<file path="src/rtl/pattern_recorder.sv">
// pattern_recorder: button/live-pitch editor that owns the playback beats bus.
// Optional define PATTERN_DEBOUNCE_EN adds a per-button debounce stage.
module pattern_recorder #(
    parameter int NUM_BEATS   = 16,
    parameter int CLK_FREQ    = 12_000_000,
    parameter int DEBOUNCE_MS = 10
) (
    input  logic                         clk,
    input  logic                         rst_n,
    input  logic                         btn_next,
    input  logic                         btn_prev,
    input  logic                         btn_up,
    input  logic                         btn_down,
    input  logic                         btn_write,
    input  logic                         rec_arm,
    input  logic [3:0]                   live_pitch,
    input  logic [$clog2(NUM_BEATS)-1:0] beat_count,
    output logic [NUM_BEATS*4-1:0]       beats,
    output logic [$clog2(NUM_BEATS)-1:0] cursor,
    output logic [3:0]                   edit_pitch,
    output logic                         recording,
    output logic                         wr_strobe
);

    localparam int CW = $clog2(NUM_BEATS);
    localparam logic [CW-1:0] LAST = CW'(NUM_BEATS - 1);

    if (NUM_BEATS < 2 || CLK_FREQ < 1000 || DEBOUNCE_MS < 1) begin : g_bad_cfg
        $error("pattern_recorder: unsupported parameters");
    end

    typedef enum logic [1:0] {
        EDIT,
        ARMED,
        RECORD,
        CLEAR
    } state_t;

    // bit order: {write, down, up, prev, next}
    logic [4:0] raw;
    logic [4:0] sync1;
    logic [4:0] sync2;
    logic [4:0] clean;
    logic [4:0] hist;
    logic [4:0] press;
    logic       arm_s1;
    logic       arm_s2;

    logic p_next;
    logic p_prev;
    logic p_up;
    logic p_down;
    logic p_write;

    assign raw = {btn_write, btn_down, btn_up, btn_prev, btn_next};

    always_ff @(posedge clk or negedge rst_n) begin
        if (!rst_n) begin
            sync1  <= '0;
            sync2  <= '0;
            arm_s1 <= 1'b0;
            arm_s2 <= 1'b0;
        end else begin
            sync1  <= raw;
            sync2  <= sync1;
            arm_s1 <= rec_arm;
            arm_s2 <= arm_s1;
        end
    end

`ifdef PATTERN_DEBOUNCE_EN
    localparam int DB_RAW    = CLK_FREQ / 1000 * DEBOUNCE_MS;
    localparam int DB_CYCLES = (DB_RAW < 1) ? 1 : DB_RAW;
    localparam int DBW       = $clog2(DB_CYCLES + 1);

    logic [DBW-1:0] db_cnt [5];

    // clean only follows sync2 once the new level has held DB_CYCLES cycles
    always_ff @(posedge clk or negedge rst_n) begin
        if (!rst_n) begin
            clean <= '0;
            for (int i = 0; i < 5; i++) begin
                db_cnt[i] <= '0;
            end
        end else begin
            for (int i = 0; i < 5; i++) begin
                if (sync2[i] == clean[i]) begin
                    db_cnt[i] <= '0;
                end else if (db_cnt[i] == DBW'(DB_CYCLES - 1)) begin
                    clean[i]  <= sync2[i];
                    db_cnt[i] <= '0;
                end else begin
                    db_cnt[i] <= db_cnt[i] + 1'b1;
                end
            end
        end
    end
`else
    assign clean = sync2;
`endif

    always_ff @(posedge clk or negedge rst_n) begin
        if (!rst_n) begin
            hist <= '0;
        end else begin
            hist <= clean;
        end
    end

    assign press   = clean & ~hist;
    assign p_next  = press[0];
    assign p_prev  = press[1];
    assign p_up    = press[2];
    assign p_down  = press[3];
    assign p_write = press[4];

    function automatic logic [CW-1:0] inc(input logic [CW-1:0] v);
        return (v == LAST) ? '0 : v + 1'b1;
    endfunction

    function automatic logic [CW-1:0] dec(input logic [CW-1:0] v);
        return (v == '0) ? LAST : v - 1'b1;
    endfunction

    state_t        state;
    logic [CW-1:0] bc_q;
    logic [CW-1:0] clr_idx;
    logic          rec_done;
    logic          bc_chg;

    assign bc_chg = (beat_count != bc_q);

    always_ff @(posedge clk or negedge rst_n) begin
        if (!rst_n) begin
            state      <= EDIT;
            beats      <= '0;
            cursor     <= '0;
            edit_pitch <= 4'h0;
            recording  <= 1'b0;
            wr_strobe  <= 1'b0;
            bc_q       <= '0;
            clr_idx    <= '0;
            rec_done   <= 1'b0;
        end else begin
            bc_q      <= beat_count;
            wr_strobe <= 1'b0;
            unique case (state)
                EDIT: begin
                    if (arm_s2) begin
                        state <= ARMED;
                    end else if (p_up && p_down) begin
                        state   <= CLEAR;
                        clr_idx <= '0;
                    end else begin
                        priority case (1'b1)
                            p_write: begin
                                beats[{cursor, 2'b00} +: 4] <= edit_pitch;
                                wr_strobe <= 1'b1;
                                cursor    <= inc(cursor);
                            end
                            (p_next && !p_prev): cursor <= inc(cursor);
                            (p_prev && !p_next): cursor <= dec(cursor);
                            default: ;
                        endcase
                        unique case (1'b1)
                            p_up:    edit_pitch <= edit_pitch + 4'd1;
                            p_down:  edit_pitch <= edit_pitch - 4'd1;
                            default: ;
                        endcase
                    end
                end
                ARMED: begin
                    if (!arm_s2) begin
                        state <= EDIT;
                    end else if (bc_chg && beat_count == '0) begin
                        // entry capture lands in slot 0
                        state     <= RECORD;
                        recording <= 1'b1;
                        beats[3:0] <= live_pitch;
                        wr_strobe <= 1'b1;
                        rec_done  <= 1'b0;
                    end
                end
                RECORD: begin
                    if (!arm_s2) begin
                        state     <= EDIT;
                        recording <= 1'b0;
                    end else if (bc_chg) begin
                        if (rec_done) begin
                            state     <= EDIT;
                            recording <= 1'b0;
                        end else begin
                            beats[{beat_count, 2'b00} +: 4] <= live_pitch;
                            wr_strobe <= 1'b1;
                            rec_done  <= (beat_count == LAST);
                        end
                    end
                end
                CLEAR: begin
                    beats[{clr_idx, 2'b00} +: 4] <= 4'h0;
                    wr_strobe <= 1'b1;
                    clr_idx   <= inc(clr_idx);
                    if (clr_idx == LAST) begin
                        state <= EDIT;
                    end
                end
                default: state <= EDIT;
            endcase
        end
    end

endmodule

</file>
<file path="config.mk">
export PLATFORM = sky130hd
export DESIGN_NAME = pattern_recorder
export DESIGN_NICKNAME = d
export VERILOG_FILES = /design/src/rtl/pattern_recorder.sv
export SDC_FILE = /design/constraint.sdc
export NUM_CORES = 1
export LEC_CHECK = 0
export BUFFER_PORTS_ARGS = -buffer_cell sky130_fd_sc_hd__buf_2
export CAP_MARGIN = 20
export CORE_MARGIN = 4
export CORE_UTILIZATION = 50
export CTS_CLUSTER_DIAMETER = 60
export DETAILED_ROUTE_END_ITERATION = 12
export GPL_ROUTABILITY_DRIVEN = 1
export PLACE_DENSITY_LB_ADDON = 0.15
export SLEW_MARGIN = 20
export SYNTH_ARGS = -nofsm -noshare
export SYNTH_HDL_FRONTEND = slang
export SYNTH_SLANG_ARGS = --single-unit
</file>
<file path="constraint.sdc">
create_clock -name clk -period 3.18 [get_ports clk]
set_input_delay 0.318 -clock clk [delete_from_list [all_inputs] [get_ports clk]]
set_output_delay 0.318 -clock clk [all_outputs]
set_load 0.02 [all_outputs]
</file>
After elaboration in Yosys (flattened, before gate mapping)
Cells that the tools add are included.
Storage, ports and cells
  register bits after elaboration: 102
  input port bits: 16
  output and inout port bits: 74
  logic and storage cells: 129
Cells by class
  add/subtract/negate cells: 8
  equal/unequal tests: 21
  shift operators: 6
  multiplexer cells: 53
  bitwise gates (word level): 4
  reductions and logical operators: 22
Operators with widths (number)
  64-bit 2-to-1 mux: 6
  64-bit bitwise mux: 3
  4-bit by 8-bit variable shift with 64-bit output (first input constant): 3
  60-bit case mux with 3 select lines: 1
  4-bit by 8-bit indexed part select with 64-bit output: 2
  4-bit by 8-bit indexed part select with 64-bit output (first input constant): 1
  4-bit 2-to-1 mux: 10
  6-bit negator with 8-bit output: 3
  2-bit != test (second input constant): 10
  1-bit 2-to-1 mux: 18
  2-bit 2-to-1 mux: 8
  4-bit case mux with 2 select lines: 2
  4-bit case mux with 4 select lines: 1
  5-bit AND reduction: 3
  4-bit by 1-bit adder with 4-bit output (second input constant): 3
  4-bit equality test (second input constant): 3
  3-bit != test (second input constant): 4
  4-bit logical NOT: 2
  2-bit case mux with 4 select lines: 1
  4-bit AND reduction: 2
  8-bit AND reduction: 1
  4-bit by 1-bit subtractor with 4-bit output (second input constant): 2
  7-bit AND reduction: 1
  2-bit nonzero test: 3
  other kinds (13): 21

Logic depth before layout (Yosys ltp)
  word-level depth: 7
  depth in mapped cells: 11
  depth with buffers taken out: 8

Least setup slack after synthesis
OpenSTA, ideal clock, no wires.
  path kind: register -> register
  start point: reg cursor[0]
  end point: reg (tool-made name)
  library setup time: 0.076 ns
  arrival time: 2.762 ns
  required time: 3.104 ns
  setup slack: 0.342 ns
  cell stages (with the launch flop): 10
  buffers on the path: 2
  period minus slack after synthesis: 2.838 ns
  path through: dfrtp_1 buf_6 clkbuf_1 inv_1 ha_1 or2_2 o41a_1 a221o_1 or3_4 o21ai_1
RTL lines
  from (decl): line 19  | output logic [$clog2(NUM_BEATS)-1:0] cursor,
  from (signal assigned): line 159  | cursor <= inc(cursor);
  from (signal assigned): line 161  | (p_next && !p_prev): cursor <= inc(cursor);
  from (signal assigned): line 162  | (p_prev && !p_next): cursor <= dec(cursor);

==> results.txt <==
* Reg-to-Reg Start: state[0]$_DFFE_PN0P_
- In this run the tightest slew margin relative to its limit is 49.9%.
- In the synthesized netlist the async set-or-reset flop fraction comes to 100%.
- After floorplanning, the core was divided into 40 placement rows.
* Most used standard cell by instance count after synthesis: sky130_fd_sc_hd__dfrtp_1
- During I/O placement, the number of pins put on the boundary was 90.
* Buf/Inv on CP: 2
- For this configuration, the core starts out at a cell density of 51.1%.
- Of all nets on the critical path, the largest fanout is 30.
- The number of global-route vias before repair is approximately 5300.
- Dividing the detail-routed via count by the number of cells gives 6.53.
- The critical path in this run is classified as flip-flop to flip-flop.
* Reg2reg setup slack: between 0.4 and 0.5 ns
- Post-synthesis instance area: 6140 sq um
- Once routing completed, OpenROAD measured the worst setup slack at 0.407 ns.
- Synthesis instantiated 69 different standard cells from the library.
- Global routing consumed, over all layers together, 26.3% of the routing resources.
- Run status: complete, but fails checks
- The largest single stage delay on the critical path is about 0.60 ns.
- Wire length of the first global-routing pass: 29.4 mm
* Buffers added on ports: 89
- The routed layout has approximately 5700 vias.
- In the final design database the tool counted 749 nets.
- Once detailed placement completed, the half-perimeter wirelength came to 13.4 mm.
* Clock tree skew after final layout: 0.0141 ns
- Data on the critical path is required at its endpoint by 3.47 ns.
* Crit start category: flip-flop
- Cell at the root of the clock tree: sky130_fd_sc_hd__clkbuf_16
- Overall die height: 119 um
- Synthesized net count: 669
- The first routing iteration left slightly above 500 violations.
* Weighted congestion reported at the end of routability-driven placement: about 0.90
- Dividing the final minimum period by the clock period gives 87.2%.
- In the synthesized netlist, the number of instances is 635.
- Number of standard cells in the layout, taps in and fillers out: 866
- The initial antenna violation count is 0.
- For this design the static power due to leakage is 3.07 nW.
- The number of gates resized after CTS was 0.
- Worst VDD drop: 0.427 mV
- Across the run, the number of max-cap violations was 0.
- Met1 WL: 8.48 mm
* Final design instance area without fill: 7090 sq um
- WL/cell: 21.2 um
* Clock tree from TritonCTS: yes
- The design draws 6.57 mW.
- Chain of cells forming the critical path: inv_1, ha_1, or4_4, a221oi_2, buf_12, a21boi_0, a22o_1
* Pre-antenna DRT Iters: 5
- After detailed routing, the number of remaining DRC violations is 0.
- For the worst flop-to-flop path, the logic depth is 7.
- Maximum count of clock buffers along a single path: 2
* Most used flip-flop cell after synthesis: sky130_fd_sc_hd__dfrtp_1
- Clock period minus worst slack: around 2.8 ns
- Cells fill approximately 59% of the core in the end.
- After clock tree synthesis, the setup repair step added 0 buffers.
- Wires add up to 18.4 mm.
* Endpoint class of the critical path: flip-flop
- Count of flip-flops with a built-in enable after synthesis: 0
- For this run, the top clock speed supported by timing is 361 MHz.
* Fin. Hold Viols: 1
- Of the synthesized area, sequential elements account for between 40% and 50%.
- Kind of cell with the highest combined delay on the critical path: compound AO/OA/AOI/OAI gates
- In this run the cell area measured after placement is 6770 sq um.
- Number of antenna diodes: 0
- The tree built by TritonCTS fans out to ~100 sinks.
- Ratio of cells with drive above 1 in the final layout: between 20% and 30%
- Core Box Area: 12000 sq um
- Power spread over the standard cell area amounts to between 900 and 1000 nW/um^2.
- Final Slew Violations: 0
* Top post-synthesis cells by area: sky130_fd_sc_hd__dfrtp_1 42%, sky130_fd_sc_hd__o2bb2ai_1 4.7%, sky130_fd_sc_hd__a22o_1 4.3%, sky130_fd_sc_hd__ha_1 3.5%, sky130_fd_sc_hd__a22oi_1 3.3%
- The floorplan step set the die width to 119 um.
- Registers take 2550 sq um.
* Maximum number of pins on one net before global-route repair: 54
- Averaged over all synthesized cells, the footprint is 9.67 sq um.
- The detail route stage leaves a number of antenna-violating nets equal to 0.
- The area growth from synthesis to layout is 15.4%.
- The tightest hold path in the finished design has a slack of -0.00268 ns.
* Worst slack after detailed placement: 0.480 ns
- The top cell type by area accounts for 41.6% of the synthesized area.
* Violated checks: negative hold slack
* Setup tns final: 0 ns
- Synth warn: 0
- The multi-input combinational cells in the finished layout cover a total of 3290 sq um.
* Floorplan die area: about 14000 sq um
- RSZ-0062 raised after global routing: no
- Setup violations remaining at the end of the flow were counted as 0.
- In this run the worst hold path is classified as input port to asynchronous set/reset pin.
* Highest metal layer used by the detailed router: met4
* Total CTS buffers: 9
- By count the netlist is led by 102 x sky130_fd_sc_hd__dfrtp_1, 33 x sky130_fd_sc_hd__o2bb2ai_1, 32 x sky130_fd_sc_hd__nand2_1, 30 x sky130_fd_sc_hd__a22o_1, 29 x sky130_fd_sc_hd__o21ai_0.
- The biggest area contributor in the post-synthesis netlist is sky130_fd_sc_hd__dfrtp_1.
- Routed length on met2: 8.04 mm
- Flip-flop and latch count after synthesis: 102
- The later pin in the worst-skew pair is clocked with a latency of 0.36 ns.
- Worst path slowest cell: sky130_fd_sc_hd__or4_4
- Number of fillers in the final layout: 1058
- At the pin with the least slew margin, the transition time is 0.744 ns.
- After clock tree synthesis, the flow added hold-fix buffers numbering 0.
- Clk pin slew, worst setup/hold paths: 0.07 ns
* Depth of the CTS H-tree: 3
- Total grt overflow: 0
- In this run, placement finished with an instance count of 851.
- Arrival @ worst endpoint: 3.06 ns
- Summed over all nets, wire length on met3 after detailed routing comes to 1.45 mm.
per-layer routing:
metal	global-route usage, %	up-vias
met5	0	-
met4	8.62	0
met3	5.08	32
met2	37.3	280
met1	40.1	2736
li1	-	2609
how the worst max path moves through the flow:
stage                                start   endpoint  slack [ns]  depth (start not counted)
global route          state[0]$_DFFE_PN0P_  flip-flop        0.29                          7
finish                state[0]$_DFFE_PN0P_  flip-flop        0.41                          7
global placement    clr_idx[0]$_DFFE_PN0P_  flip-flop        0.59                          7
detailed placement    state[0]$_DFFE_PN0P_  flip-flop        0.48                          7
floorplan            cursor[0]$_DFFE_PN0P_  flip-flop        0.34                          9
CTS                   state[0]$_DFFE_PN0P_  flip-flop        0.45                          7
report_power, final:
group	internal, mW	switching (mW)
combinational	1.16	2.25
clock	0.714	0.508
sequential	1.60	0.334
worst register-to-register path, stage by stage, from the launching register on:
cell and delay (ns):
sky130_fd_sc_hd__dfrtp_1 0.40, sky130_fd_sc_hd__inv_1 0.08, sky130_fd_sc_hd__ha_1 0.36, sky130_fd_sc_hd__or4_4 0.60, sky130_fd_sc_hd__a221oi_2 0.32, sky130_fd_sc_hd__buf_12 0.23, sky130_fd_sc_hd__a21boi_0 0.49, sky130_fd_sc_hd__a22o_1 0.22
cell families after synthesis:
logic type	share of synthesized area, %
and+or+nand+nor	15.7
buffers and inverters	4.89
adders and majority gates	3.79
xor gates and xnor gates	1.85
AOI/OAI and AO/OA	31.0
muxes	1.22
DFF	41.6
cell usage in the layout, fill, tap and decap left out, types with 5 or more instances in the layout:
cell and instances:
sky130_fd_sc_hd__inv_1 27, sky130_fd_sc_hd__o31ai_1 11, sky130_fd_sc_hd__nor3_1 13, sky130_fd_sc_hd__nand2b_1 15, sky130_fd_sc_hd__dfrtp_1 102, sky130_fd_sc_hd__nand3_1 14
sky130_fd_sc_hd__nand2_1 32, sky130_fd_sc_hd__xor2_1 8, sky130_fd_sc_hd__xnor2_1 5, sky130_fd_sc_hd__o2111ai_1 10, sky130_fd_sc_hd__a22oi_1 27, sky130_fd_sc_hd__nor2_1 26
sky130_fd_sc_hd__o21ai_0 29, sky130_fd_sc_hd__o21ai_1 8, sky130_fd_sc_hd__ha_1 17, sky130_fd_sc_hd__o2bb2ai_1 33, sky130_fd_sc_hd__nand4_1 10, sky130_fd_sc_hd__clkbuf_16 9
sky130_fd_sc_hd__nor2b_1 15, sky130_fd_sc_hd__nor3b_1 11, sky130_fd_sc_hd__o22ai_1 24, sky130_fd_sc_hd__a32oi_1 8, sky130_fd_sc_hd__buf_2 88, sky130_fd_sc_hd__a22o_1 30
sky130_fd_sc_hd__a21oi_1 20, sky130_fd_sc_hd__buf_4 21, sky130_fd_sc_hd__and2_1 13, sky130_fd_sc_hd__o41ai_1 5, sky130_fd_sc_hd__o211ai_1 6
final cells by class:
type | instances | area share [%]
inverter | 28 | 1.48
multi-input combinational | 463 | 46.4
timing repair buffer | 111 | 9.00
clock buffer | 11 | 3.43
clock inverter | 4 | 1.09
sequential | 102 | 36.0
tap | 147 | 2.60
Note: power is estimated with default switching activity, not from simulation.
